## config.mk

```make
export PLATFORM = sky130hd
export DESIGN_NAME = stopwatch_ctrl_flat
export DESIGN_NICKNAME = d
export VERILOG_FILES = /design/src/rtl/stopwatch_ctrl_if.sv /design/src/rtl/stopwatch_ctrl.sv /design/src/flat_wrapper.sv
export SDC_FILE = /design/constraint.sdc
export NUM_CORES = 1
export LEC_CHECK = 0
export ABC_AREA = 1
export ABC_CLOCK_PERIOD_IN_PS = 2900
export CAP_MARGIN = 20
export CORE_MARGIN = 5
export CORE_UTILIZATION = 55
export CTS_BUF_LIST = sky130_fd_sc_hd__clkbuf_8
export DETAILED_ROUTE_END_ITERATION = 8
export PLACE_DENSITY = 0.72
export SLEW_MARGIN = 10
export SYNTH_ARGS = -nofsm -noshare
export SYNTH_HDL_FRONTEND = slang
export SYNTH_SLANG_ARGS = --single-unit
```

## constraint.sdc

```tcl
create_clock -name clk -period 2.9 [get_ports clk]
set_input_delay 0.87 -clock clk [delete_from_list [all_inputs] [get_ports clk]]
set_output_delay 0.87 -clock clk [all_outputs]
set_load 0.1 [all_outputs]
```

## src/rtl/stopwatch_ctrl_if.sv

```systemverilog
// Button and status bundle between the stopwatch front panel and its controller.
// The master side owns the raw buttons; the slave side (the controller) drives the status outputs.
interface stopwatch_ctrl_if;
  logic start_btn;
  logic clr_btn;
  logic lap_btn;
  logic sec_tick;
  logic clr;
  logic run;
  logic lap_hold;

  modport master (
    output start_btn, clr_btn, lap_btn,
    input  sec_tick, clr, run, lap_hold
  );

  modport slave (
    input  start_btn, clr_btn, lap_btn,
    output sec_tick, clr, run, lap_hold
  );
endinterface

```

## src/rtl/stopwatch_ctrl.sv

```systemverilog
// Stopwatch controller: debounced start/clear/lap buttons, IDLE/RUN/PAUSE FSM and seconds prescaler.
// Define STOPWATCH_LAP_EN to build the lap debouncer and the lap_hold freeze logic.
module stopwatch_ctrl #(
  parameter int TICK_DIV   = 100000000,
  parameter int DEB_CYCLES = 1000000
) (
  input logic        clk,
  input logic        reset,
  stopwatch_ctrl_if.slave sw
);

`ifdef STOPWATCH_LAP_EN
  localparam int NBTN = 3;
`else
  localparam int NBTN = 2;
`endif
  localparam int DW = (DEB_CYCLES > 1) ? $clog2(DEB_CYCLES + 1) : 1;
  localparam logic [DW-1:0] DEB_LAST = DW'(DEB_CYCLES - 1);
  localparam logic [26:0] TC = 27'(TICK_DIV - 1);

  typedef enum logic [1:0] {
    IDLE  = 2'd0,
    RUN   = 2'd1,
    PAUSE = 2'd2
  } state_t;

  logic [NBTN-1:0] raw;
  logic [NBTN-1:0] sync1;
  logic [NBTN-1:0] sync2;
  logic [NBTN-1:0] acc;
  logic [NBTN-1:0] acc_d;
  logic [NBTN-1:0] press;
  logic [DW-1:0]   deb_cnt [NBTN];

  state_t      state;
  state_t      state_nxt;
  logic [26:0] presc;
  logic [26:0] presc_nxt;
  logic        start_p;
  logic        clr_p;
  logic        clr_nxt;
  logic        run_q;
  logic        clr_q;
  logic        tick_q;

`ifdef STOPWATCH_LAP_EN
  logic        lap_p;
  logic        lap_nxt;
  logic        lap_q;
  assign raw   = {sw.lap_btn, sw.clr_btn, sw.start_btn};
  assign lap_p = press[2];
`else
  assign raw   = {sw.clr_btn, sw.start_btn};
`endif

  assign start_p = press[0];
  assign clr_p   = press[1];

  // Accepted level only follows the synchronised level after it has differed for DEB_CYCLES
  // consecutive cycles; the press pulse is the registered rising edge of the accepted level.
  always_ff @(posedge clk or negedge reset) begin
    if (!reset) begin
      sync1 <= '0;
      sync2 <= '0;
      acc   <= '0;
      acc_d <= '0;
      press <= '0;
      for (int i = 0; i < NBTN; i++) deb_cnt[i] <= '0;
    end else begin
      sync1 <= raw;
      sync2 <= sync1;
      acc_d <= acc;
      press <= acc & ~acc_d;
      for (int i = 0; i < NBTN; i++) begin
        if (sync2[i] == acc[i]) begin
          deb_cnt[i] <= '0;
        end else if (deb_cnt[i] == DEB_LAST) begin
          acc[i]     <= sync2[i];
          deb_cnt[i] <= '0;
        end else begin
          deb_cnt[i] <= deb_cnt[i] + 1'b1;
        end
      end
    end
  end

  // Clear beats start outside RUN; inside RUN start beats clear, which is otherwise ignored.
  always_comb begin
    state_nxt = state;
    clr_nxt   = 1'b0;
    presc_nxt = presc;
    case (state)
      IDLE: begin
        if (clr_p) begin
          state_nxt = IDLE;
          clr_nxt   = 1'b1;
        end else if (start_p) begin
          state_nxt = RUN;
        end
        presc_nxt = '0;
      end
      RUN: begin
        if (start_p) state_nxt = PAUSE;
        presc_nxt = (presc == TC) ? 27'd0 : presc + 27'd1;
      end
      PAUSE: begin
        if (clr_p) begin
          state_nxt = IDLE;
          clr_nxt   = 1'b1;
          presc_nxt = '0;
        end else if (start_p) begin
          state_nxt = RUN;
        end
      end
      default: begin
        state_nxt = IDLE;
        presc_nxt = '0;
      end
    endcase
  end

`ifdef STOPWATCH_LAP_EN
  always_comb begin
    lap_nxt = lap_q;
    if (state_nxt == IDLE) begin
      lap_nxt = 1'b0;
    end else if (lap_p) begin
      lap_nxt = (state == RUN) ? ~lap_q : 1'b0;
    end
  end
`endif

  // Outputs are registered from next-state values, so sec_tick is high exactly in the cycle
  // the prescaler holds its terminal count while RUN.
  always_ff @(posedge clk or negedge reset) begin
    if (!reset) begin
      state  <= IDLE;
      presc  <= '0;
      run_q  <= 1'b0;
      clr_q  <= 1'b0;
      tick_q <= 1'b0;
`ifdef STOPWATCH_LAP_EN
      lap_q  <= 1'b0;
`endif
    end else begin
      state  <= state_nxt;
      presc  <= presc_nxt;
      run_q  <= (state_nxt == RUN);
      clr_q  <= clr_nxt;
      tick_q <= (state_nxt == RUN) && (presc_nxt == TC);
`ifdef STOPWATCH_LAP_EN
      lap_q  <= lap_nxt;
`endif
    end
  end

  assign sw.sec_tick = tick_q;
  assign sw.clr      = clr_q;
  assign sw.run      = run_q;
`ifdef STOPWATCH_LAP_EN
  assign sw.lap_hold = lap_q;
`else
  assign sw.lap_hold = 1'b0;
`endif

endmodule
```

## src/flat_wrapper.sv

```systemverilog
// flat-port wrapper written by rule: the top's interface ports become plain ports
module stopwatch_ctrl_flat 
#(
  parameter int TICK_DIV   = 100000000,
  parameter int DEB_CYCLES = 1000000
)
  (clk, reset, sw_start_btn, sw_clr_btn, sw_lap_btn, sw_sec_tick, sw_clr, sw_run, sw_lap_hold);
  stopwatch_ctrl_if sw_i ();
  input logic clk;
  input logic reset;
  input wire logic [$bits(sw_i.start_btn)-1:0] sw_start_btn;
  input wire logic [$bits(sw_i.clr_btn)-1:0] sw_clr_btn;
  input wire logic [$bits(sw_i.lap_btn)-1:0] sw_lap_btn;
  output wire logic [$bits(sw_i.sec_tick)-1:0] sw_sec_tick;
  output wire logic [$bits(sw_i.clr)-1:0] sw_clr;
  output wire logic [$bits(sw_i.run)-1:0] sw_run;
  output wire logic [$bits(sw_i.lap_hold)-1:0] sw_lap_hold;
  assign sw_i.start_btn = sw_start_btn;
  assign sw_i.clr_btn = sw_clr_btn;
  assign sw_i.lap_btn = sw_lap_btn;
  assign sw_sec_tick = sw_i.sec_tick;
  assign sw_clr = sw_i.clr;
  assign sw_run = sw_i.run;
  assign sw_lap_hold = sw_i.lap_hold;
  stopwatch_ctrl #(.TICK_DIV(TICK_DIV), .DEB_CYCLES(DEB_CYCLES)) u_core (.clk(clk), .reset(reset), .sw(sw_i));
endmodule
```

==> qor.csv, run 1 <==
stage,metric,value,unit
layout,most_common_library_cell_in_the_layout_ignoring_fill_and_taps,sky130_fd_sc_hd__nand2_1,
place,hpwl,7320,um
floorplan,initial_utilization,0.570,
critical_path,timing.critical_path.required,3190,ps
synth,yosys.area.top_type,sky130_fd_sc_hd__dfrtp_1,
clock_tree,cts-hold-fix-buffers,0,
critical_path,startpoint_type,register,
layout,post_route_cells_drive_above_1_share,0.132,
synth,syn-cell-area,4730,um^2
critical_path,worst_path_largest_cell_delay,590,ps
layout,final_core_occ,0.614,
synth,synthesis.yosys.warnings,0,
synth,synthesis.area_per_instance,7.52,um^2
clock_tree,cts_resized,0,
timing,period_share,0.749,
clock_tree,clkTransAtPathRegs,90,ps
routing,detailedRoute.firstIterationViolations,175,
synth,synth_fp_nets,641,
clock_tree,clk_path_buf_depth,2,
floorplan,io-pin-count,9,
job,max_cap_viol_count,0,
global_routing,grt_first_pass_wirelength,17700,um
synth,post_synthesis_sequential_element_count,82,
place,globalplace.congestion,0.960,
pwr,tot_pwr,2.07,mW
synth,synthTopCellsByArea,"sky130_fd_sc_hd__dfrtp_1 (43%), sky130_fd_sc_hd__nand2_1 (12%), sky130_fd_sc_hd__nor2_1 (7.2%)",
pwr,worst_ir_drop_vdd,0.000294,V
synth,syn-instance-count,629,
place,preCtsSetupSlack,770,ps
synth,netlist.area_leader.share,0.434,
synth,yosysUniqueCellTypes,40,
synth,ys_async_sr_fraction,1.00,
critical_path,worst_path_max_delay_cell,sky130_fd_sc_hd__ha_1,
synth,seq_area_frac_synth,0.434,
clock_tree,cts.sinks,82,
routing,drc,0,
clock_tree,worst_skew_pair.late_latency,350,ps
critical_path,timing.critical_path.mode_cell,sky130_fd_sc_hd__nand3_1,
critical_path,worst-path-max-fanout,16,
floorplan,rows,33,
timing,whs,359,ps
clock_tree,root_buffer,sky130_fd_sc_hd__clkbuf_8,
routing,drt.antenna.violating_nets,0,
timing,final-hold-violation-count,0,
timing,timing_max_transition_violations_final,0,
layout,antenna-diode-count,0,
floorplan,die_area,10600,um^2
timing,post-route-min-period,2170,ps
timing,postLayoutSetupSlackWorst,729,ps
global_routing,number_of_antenna_violations_at_the_first_check_in_global_routing,0,
synth,synth_enable_flop_cells,0,
critical_path,cp.arrival,2460,ps
routing,routed_wire_length_per_instance,13.3,um
pwr,power-per-cell-area,406,nW/um^2
global_routing,groute.usage.overall,0.212,
timing,grt_setup_unrepaired,false,
place,port_buffer_count,6,
clock_tree,cts-buffers-inserted,9,
timing,setup_violations,0,
clock_tree,cts.repair_timing.setup_buffer_count,0,
routing,routedLengthMet1,4420,um
synth,synth_top_flop_cell,sky130_fd_sc_hd__dfrtp_1,
timing,timing.fmax,0.461,GHz
routing,detail_route.wirelength,9990,um
clock_tree,clock_tree.htree_level_count,3,
critical_path,path_cells,inv_1 -> ha_1 -> clkinv_1 -> buf_4 -> a21oi_1 -> nand3_1 -> nor2_1 -> nand3_1 -> nor2_2,
routing,wl_met3,471,um
global_routing,pin_count_of_the_biggest_net_entering_global_routing,62,
floorplan,core_area,8300,um^2
routing,met2_wirelength,4970,um
routing,first_pass_iters,5,
routing,route.detailed.vias_per_inst,5.29,
critical_path,worst-setup-path-type,register to register,
pwr,power_leakage,2.29,nW
layout,most-common-layout-cells,"sky130_fd_sc_hd__nand2_1 (148), sky130_fd_sc_hd__nor2_1 (91), sky130_fd_sc_hd__inv_1 (84)",
routing,top_signal_layer_used,met4,
routing,via_count,3972,
timing,tns,0,ps
clock_tree,tritoncts,yes,
global_routing,gr-total-overflow,0,
global_routing,first_global_vias,3975,
critical_path,end_kind,register,
layout,area.growth.synth_to_final,7.73,%
worst_hold_path,hold_path.class,register to register,
timing,fin_skew,8.31,ps
run_status,status,"finished, final reports clean",
floorplan,fp.dieW,103,um
layout,finish.net_count,653,
floorplan,die_y,103,um
-- cell usage after synthesis, types with 2 or more instances --
library cell,count
sky130_fd_sc_hd__a211oi_1,2
sky130_fd_sc_hd__a21oi_1,32
sky130_fd_sc_hd__and3_1,2
sky130_fd_sc_hd__buf_1,2
sky130_fd_sc_hd__buf_2,2
sky130_fd_sc_hd__clkbuf_1,2
sky130_fd_sc_hd__clkbuf_8,2
sky130_fd_sc_hd__dfrtp_1,82
sky130_fd_sc_hd__ha_1,7
sky130_fd_sc_hd__inv_1,84
sky130_fd_sc_hd__inv_2,4
sky130_fd_sc_hd__nand2_1,148
sky130_fd_sc_hd__nand2_2,12
sky130_fd_sc_hd__nand3_1,38
sky130_fd_sc_hd__nand3_2,7
sky130_fd_sc_hd__nand4_1,9
sky130_fd_sc_hd__nor2_1,91
sky130_fd_sc_hd__nor2_2,22
sky130_fd_sc_hd__nor2_4,8
sky130_fd_sc_hd__nor3_1,13
sky130_fd_sc_hd__nor3_2,2
sky130_fd_sc_hd__nor3b_1,3
sky130_fd_sc_hd__nor3b_2,2
sky130_fd_sc_hd__nor4_1,2
sky130_fd_sc_hd__o21a_1,3
sky130_fd_sc_hd__o21ai_0,17
sky130_fd_sc_hd__o21ai_1,3
sky130_fd_sc_hd__xnor2_1,2
sky130_fd_sc_hd__xor2_1,15
-- cell type report --
type	instances	area (um^2)
Fill cell	760	3210
Clock buffer	9	124
Clock inverter	7	77.6
Multi-Input combinational cell	449	2280
Tap cell	105	131
Inverter	89	334
Timing Repair Buffer	10	92.6
Sequential cell	82	2050
-- cell families (layout without fill, tap and decap cells) --
logic type	count (synthesis)	in the layout	share of synthesized area
other	1	1	0.000793
muxes	1	1	0.00238
and+or+nand+nor	360	360	0.356
xor gates and xnor gates	17	17	0.0315
AOI/OAI and AO/OA	63	63	0.0730
DFF	82	82	0.434
adders and majority gates	7	7	0.0185
buffers and inverters	98	115	0.0834
-- power breakdown --
| part | switching [mW] | total, mW | internal [mW] |
|---|---|---|---|
| registers | 0.00542 | 1.16 | 1.15 |
| logic | 0.0460 | 0.0611 | 0.0151 |
| clock network | 0.444 | 0.848 | 0.404 |
-- through the flow --
| step | instance area, um^2 | instances |
|---|---|---|
| after global placement | 4890 | 735 |
| after CTS | 5090 | 751 |
| final | 5090 | 751 |
| after detailed placement | 4890 | 735 |
| after floorplan | 4730 | 629 |
| after global routing | 5090 | 751 |
-- state kept, by name, indices dropped and copies added (netlist names), 2 cells and up --
register	count
u_core.acc_d	2
u_core.press	2
u_core.acc	2
u_core.deb_cnt	40
u_core.sync1	2
u_core.presc	27
u_core.sync2	2
u_core.state	2
-- critical path: cells and delay by family, from the launching register on --
family	cells	cell delay (ps)
DFF	1	420
buffers and inverters	3	490
adders and majority gates	1	590
AOI/OAI and AO/OA	1	190
and+or+nand+nor	4	410
-- per-layer routing --
layer / vias to the layer above / GRT usage
li1: 2008 / -
met2: 91 / 0.374
met4: 0 / 0.0676
met1: 1859 / 0.265
met5: - / 0
met3: 14 / 0.0345
-- worst paths after layout --
| check | startpoint | endpoint | slack (ps) | cells past startpoint |
|---|---|---|---|---|
| worst min register to register | u_core.sync1[1]$_DFF_PN0_ | u_core.sync2[1]$_DFF_PN0_ | 360 | 0 |
| max in group asynchronous | reset | u_core.deb_cnt[6]$_DFF_PN0_ | 1880 | 2 |
| worst max-delay path | u_core.state[0]$_DFF_PN0_ | u_core.sw.sec_tick$_DFF_PN0_ | 730 | 9 |
| min in group asynchronous | reset | u_core.presc[6]$_DFF_PN0_ | 410 | 1 |
| worst min-delay path | u_core.sync1[1]$_DFF_PN0_ | u_core.sync2[1]$_DFF_PN0_ | 360 | 0 |
| worst max register to register | u_core.state[0]$_DFF_PN0_ | u_core.sw.sec_tick$_DFF_PN0_ | 730 | 9 |
(Power assumes the default switching activity.)
==> inputs of run 2 (changes only) <==
- ABC_CLOCK_PERIOD_IN_PS: 2900 -> 2000
- clock period: 2.9 -> 2 ns (I/O delays scaled with it)
==> run 2 against run 1 <==
The run now ends with setup timing left. Combinational power up 78%. Via count up 3.9%. Power up 41%. Sequential share of layout area down 2.9 points. Critical path depth up 3. Flip-flop and latch count unchanged. Global-route usage up 0.65 points. Die area unchanged. Critical endpoint is now u_core.deb_cnt[34]$_DFF_PN0_.
==> qor.csv, run 2 (synthesis gave the netlist of run 1 again) <==
stage,metric,value,unit
timing,timing_max_transition_violations_final,0,
critical_path,end_kind,register,
routing,first_pass_iters,5,
critical_path,timing.critical_path.buf_inv,1,
clock_tree,clkTransAtPathRegs,80,ps
timing,postLayoutSetupSlackWorst,-20.8,ps
critical_path,cp_top_family,simple AND/OR/NAND/NOR gates,
timing,grt_setup_unrepaired,true,
routing,detail_route.wirelength,10700,um
layout,most_common_library_cell_in_the_layout_ignoring_fill_and_taps,sky130_fd_sc_hd__nand2_1,
timing,tns,-20.8,ps
place,globalplace.congestion,0.877,
timing,fin_skew,9.37,ps
layout,antenna-diode-count,0,
pwr,power-per-cell-area,530,nW/um^2
timing,whs,153,ps
critical_path,worst_path_largest_cell_delay,410,ps
layout,post_route_cells_drive_above_1_share,0.206,
critical_path,worst_path_max_delay_cell,sky130_fd_sc_hd__dfrtp_1,
global_routing,gr-total-overflow,0,
routing,detailedRoute.firstIterationViolations,178,
floorplan,initial_utilization,0.570,
clock_tree,clock_tree.htree_level_count,3,
timing,setup_violations,1,
timing,post-route-min-period,2020,ps
clock_tree,cts.sinks,82,
timing,timing.fmax,0.495,GHz
critical_path,startpoint_type,register,
clock_tree,cts-hold-fix-buffers,0,
routing,routed_wire_length_per_instance,13.6,um
global_routing,grt_first_pass_wirelength,18200,um
routing,via_count,4125,
floorplan,die_area,10600,um^2
run_status,status,"complete, but fails checks",
layout,finish.net_count,683,
floorplan,core_area,8300,um^2
pwr,power_leakage,2.49,nW
layout,n_fill_cell,699,
floorplan,fp.dieW,103,um
layout,largest_reg_flops,40,
layout,area.growth.synth_to_final,16.0,%
routing,drc,0,
critical_path,timing.critical_path.required,2270,ps
critical_path,worst-path-max-fanout,3,
place,port_buffer_count,6,
critical_path,path_cells,ha_4 -> nand3_2 -> nor2_2 -> nand2_2 -> nor2_4 -> nand2_2 -> nor2_4 -> nand3_2 -> buf_4 -> nor2_1 -> a21oi_1 -> a211oi_2,
global_routing,groute.usage.overall,0.218,
global_routing,first_global_vias,4041,
critical_path,cp.arrival,2290,ps
clock_tree,clk_path_buf_depth,2,
layout,largest_registers,"u_core.deb_cnt: 40 flops, u_core.presc: 27 flops",
job,max_cap_viol_count,0,
floorplan,io-pin-count,9,
critical_path,critical_path_depth,12,
layout,top_register,u_core.deb_cnt,
global_routing,pin_count_of_the_biggest_net_entering_global_routing,31,
clock_tree,worst_skew_pair.late_latency,350,ps
clock_tree,cts-buffers-inserted,9,
floorplan,die_y,103,um
clock_tree,root_buffer,sky130_fd_sc_hd__clkbuf_8,
timing,final-hold-violation-count,0,
clock_tree,tritoncts,yes,
floorplan,rows,33,
layout,most-common-layout-cells,"sky130_fd_sc_hd__nand2_1 (141), sky130_fd_sc_hd__nor2_1 (85), sky130_fd_sc_hd__inv_1 (82)",
routing,drt.antenna.violating_nets,0,
timing,period_share,1.01,
run_status,violated_checks,setup timing,
critical_path,rr_worst_depth,12,
critical_path,worst-setup-path-type,register to register,
pwr,worst_ir_drop_vdd,0.000527,V
routing,route.detailed.vias_per_inst,5.28,
place,hpwl,7710,um
global_routing,number_of_antenna_violations_at_the_first_check_in_global_routing,0,
worst_hold_path,hold_path.class,primary input to async pin,
## run 2: metrics by stage
step	cells	area (um^2)	util	setup slack [ps]	power [mW]
3_5_place_dp	748	5040	0.607	-34.4	1.81
2_1_floorplan	629	4730	-	259	1.75
3_3_place_gp	748	5040	0.607	25.2	1.81
4_1_cts	765	5250	0.632	-4.21	2.93
6_report	781	5490	0.661	-20.8	2.91
5_1_grt	781	5490	0.661	-190	3.04
## run 2: layout make-up
type / count / area, um^2 / area share
well taps: 105 / 131 / 0.0239
inverters: 89 / 334 / 0.0609
clock buffers: 10 / 138 / 0.0251
repair buffers: 40 / 372 / 0.0677
multi-input cells: 449 / 2410 / 0.439
clock inverters: 6 / 47.5 / 0.00867
flip-flops and latches: 82 / 2050 / 0.374
## run 2: routing by layer
metal / GRT usage / vias to the layer above / share of wire
met2: 0.386 / 130 / 0.51
met5: 0 / - / 0
li1: - / 2057 / -
met3: 0.0453 / 24 / 0.056
met4: 0.0706 / 0 / 0.020
met1: 0.266 / 1914 / 0.42
## run 2: timing repair
item                                   CTS  global route
buffers inserted                         1            16
endpoints found under the hold margin    0             0
pin swaps                                1            15
setup endpoints to repair                2            14
gates resized for setup                  4            31
## run 2: path summary, 6_finish.rpt
path	startpoint	to	slack, ps
max in group asynchronous	reset	u_core.presc[26]$_DFF_PN0_	1350
worst min register to register	u_core.sync1[0]$_DFF_PN0_	u_core.sync2[0]$_DFF_PN0_	360
worst max register to register	u_core.deb_cnt[20]$_DFF_PN0_	u_core.deb_cnt[34]$_DFF_PN0_	-20
worst max-delay path	u_core.deb_cnt[20]$_DFF_PN0_	u_core.deb_cnt[34]$_DFF_PN0_	-20
worst min-delay path	reset	u_core.presc[6]$_DFF_PN0_	150
min in group clk	u_core.sync1[0]$_DFF_PN0_	u_core.sync2[0]$_DFF_PN0_	360
## run 2: power by group
group          leakage [nW]  internal [mW]  switching [mW]
Sequential             1.13           1.67          0.0102
Clock                0.0933          0.496           0.625
Combinational          1.26         0.0362          0.0726
==> inputs of run 3 (changes only) <==
==> constraint.sdc (replaced) <==
create_clock -name clk -period 2 [get_ports clk]
set_input_delay 0.4 -clock clk [delete_from_list [all_inputs] [get_ports clk]]
set_output_delay 0.4 -clock clk [all_outputs]
set_load 0.1 [all_outputs]
==> run 3 against run 2 <==
The run now ends clean. Clock skew decreased by 1.7 ps. Count of clock-buffer cells in the layout increased by 1. Design area decreased by 2.6%. Core utilization decreased by 1.7 points. Global-route usage decreased by 1.6 points. Register-to-register slack improved by 60 ps. Highest routed layer unchanged. Sequential share of layout area increased by 1.0 points. Largest cell class unchanged. Critical path depth decreased by 1.
==> qor.csv, run 3 (synthesis gave the netlist of run 1 again) <==
stage,metric,value,unit
run_status,status,"finished, final reports clean",
clock_tree,worst_skew_pair.late_latency,340,ps
timing,timing.fmax,0.510,GHz
layout,n_fill_cell,729,
critical_path,critPathLaunch,u_core.presc[0]$_DFF_PN0_,
routing,top_signal_layer_used,met4,
layout,top_register,u_core.deb_cnt,
global_routing,grt_first_pass_wirelength,17000,um
critical_path,startpoint_type,register,
critical_path,worst-setup-path-type,register to register,
floorplan,fp.dieW,103,um
clock_tree,clock_tree.htree_level_count,3,
place,port_buffer_count,6,
layout,multi_input_area,2400,um^2
timing,timing_max_transition_violations_final,0,
critical_path,capture_instance_of_the_worst_register_to_register_path,u_core.sw.sec_tick$_DFF_PN0_,
routing,wl_met3,475,um
clock_tree,cts-buffers-inserted,9,
timing,setup_violations,0,
floorplan,die_area,10600,um^2
routing,drt.antenna.violating_nets,0,
critical_path,rr_worst_depth,11,
floorplan,rows,33,
layout,finish.net_count,675,
global_routing,pin_count_of_the_biggest_net_entering_global_routing,35,
critical_path,worst-path-max-fanout,5,
routing,drc,0,
clock_tree,cts.sinks,82,
floorplan,core_area,8300,um^2
layout,area.sequential,2050,um^2
critical_path,timing.critical_path.required,2280,ps
critical_path,ff2ff_setup_slack,40,ps
layout,finalInstanceArea,5340,um^2
floorplan,io-pin-count,9,
layout,post_route_cells_drive_above_1_share,0.177,
critical_path,end_kind,register,
timing,period_share,0.980,
routing,detail_route.wirelength,10100,um
floorplan,die_y,103,um
job,max_cap_viol_count,0,
routing,first_pass_iters,5,
worst_hold_path,timing.hold.worst_endpoint,u_core.sync2[1]$_DFF_PN0_,
place,hpwl,7390,um
pwr,power-per-cell-area,532,nW/um^2
worst_hold_path,hold_path.class,register to register,
floorplan,initial_utilization,0.570,
place,placed_area,4970,um^2
worst_hold_path,timing.hold.worst.start,u_core.sync1[1]$_DFF_PN0_,
timing,final-hold-violation-count,0,
routing,routed_wire_length_per_instance,13.1,um
critical_path,critical_path.reg2reg.startpoint,u_core.presc[0]$_DFF_PN0_,
clock_tree,clk_path_buf_depth,2,
routing,routedLengthMet1,4570,um
layout,antenna-diode-count,0,
timing,fin_skew,7.70,ps
worst_hold_path,timing.hold.worst_path_depth,0,
layout,layoutNonFillerInstCount,772,
routing,via_count,4062,
routing,detailedRoute.firstIterationViolations,160,
layout,largest_registers,"u_core.deb_cnt: 40 flops, u_core.presc: 27 flops",
pwr,power_leakage,2.45,nW
timing,grt_setup_unrepaired,true,
clock_tree,root_buffer,sky130_fd_sc_hd__clkbuf_8,
place,total_instance_count_after_detailed_placement,746,
routing,met2_wirelength,4910,um
clock_tree,tritoncts,yes,
global_routing,number_of_antenna_violations_at_the_first_check_in_global_routing,0,
global_routing,first_global_vias,3858,
place,globalplace.congestion,0.883,
pwr,worst_ir_drop_vdd,0.000407,V
routing,route.detailed.vias_per_inst,5.26,
layout,most_common_library_cell_in_the_layout_ignoring_fill_and_taps,sky130_fd_sc_hd__nand2_1,
layout,area.growth.synth_to_final,13.0,%
layout,largest_reg_flops,40,
global_routing,gr-total-overflow,0,
global_routing,groute.usage.overall,0.202,
layout,final_core_occ,0.644,
layout,most-common-layout-cells,"sky130_fd_sc_hd__nand2_1 (145), sky130_fd_sc_hd__nor2_1 (88), sky130_fd_sc_hd__inv_1 (85)",
critical_path,cp.arrival,2240,ps
timing,post-route-min-period,1960,ps
clock_tree,clkTransAtPathRegs,80,ps
run 3: cell types whose count changed in the layout (fill, tap and decap cells not counted), moves of 2 or more:
cell / before / now
sky130_fd_sc_hd__buf_12: 5 / 1
sky130_fd_sc_hd__buf_4: 32 / 27
sky130_fd_sc_hd__clkinv_4: 2 / 0
sky130_fd_sc_hd__inv_1: 82 / 85
sky130_fd_sc_hd__inv_6: 2 / 0
sky130_fd_sc_hd__nand2_1: 141 / 145
sky130_fd_sc_hd__nand2_2: 19 / 14
sky130_fd_sc_hd__nand2_4: 1 / 3
sky130_fd_sc_hd__nor2_1: 85 / 88
sky130_fd_sc_hd__nor2_2: 22 / 18
run 3: area by class of cell:
cell class                 count  share of cell area
clock buffer                  11              0.0283
clock inverter                 4             0.00375
inverter                      89              0.0625
multi-input combinational    450               0.449
sequential                    82               0.384
tap                          105              0.0246
timing repair buffer          31              0.0473
run 3: report_power, final:
part / total (mW) / leakage [nW] / internal (mW) / switching (mW)
sequential: 1.68 / 1.13 / 1.67 / 0.00801
combinational: 0.0990 / 1.22 / 0.0302 / 0.0688
clock: 1.06 / 0.0938 / 0.502 / 0.562
total: 2.84 / 2.45 / 2.20 / 0.638
run 3: through the flow:
stage               total power, mW  hold slack, ps  setup WS (ps)  setup TNS (ps)
global route                   2.98             368           -115            -432
CTS                            2.87             356           9.72               0
floorplan                      1.75             104            259               0
global placement               1.81             299           37.3               0
finish                         2.84             354           40.7               0
detailed placement             1.81             297           5.53               0
run 3: worst max path at each step:
stage / end / slack, ps
after floorplan: u_core.sw.sec_tick$_DFF_PN0_ / 260
after detailed placement: u_core.sw.sec_tick$_DFF_PN0_ / 6
after global routing: u_core.deb_cnt[38]$_DFF_PN0_ / -110
after global placement: u_core.sw.sec_tick$_DFF_PN0_ / 40
after CTS: u_core.sw.sec_tick$_DFF_PN0_ / 10
final: u_core.sw.sec_tick$_DFF_PN0_ / 40
run 3: per-layer routing:
metal  up-vias  global-route usage
met3        16              0.0501
li1       2044                   -
met1      1906               0.266
met5         -                   0
met2        96               0.334
met4         0              0.0585
run 3: repair_timing:
item | in CTS | in global routing
hold endpoints to repair | 17 | 0
hold buffers | 1 | 0
gates cloned | 0 | 1
endpoints found under the setup margin | 1 | 7
resized for setup | 1 | 27
setup buffers | 0 | 9
pin swaps | 0 | 9
run 3: critical path: stages (launching register included):
cell                      delay (ps)
sky130_fd_sc_hd__dfrtp_1         400
sky130_fd_sc_hd__ha_4            180
sky130_fd_sc_hd__nand2_4          60
sky130_fd_sc_hd__nor2_4          230
sky130_fd_sc_hd__buf_4           160
sky130_fd_sc_hd__xor2_1          150
sky130_fd_sc_hd__nand2_1          80
sky130_fd_sc_hd__a21oi_2         210
sky130_fd_sc_hd__nand3_1         120
sky130_fd_sc_hd__nor2_1          120
sky130_fd_sc_hd__nand3_1         100
sky130_fd_sc_hd__nor2_2          110
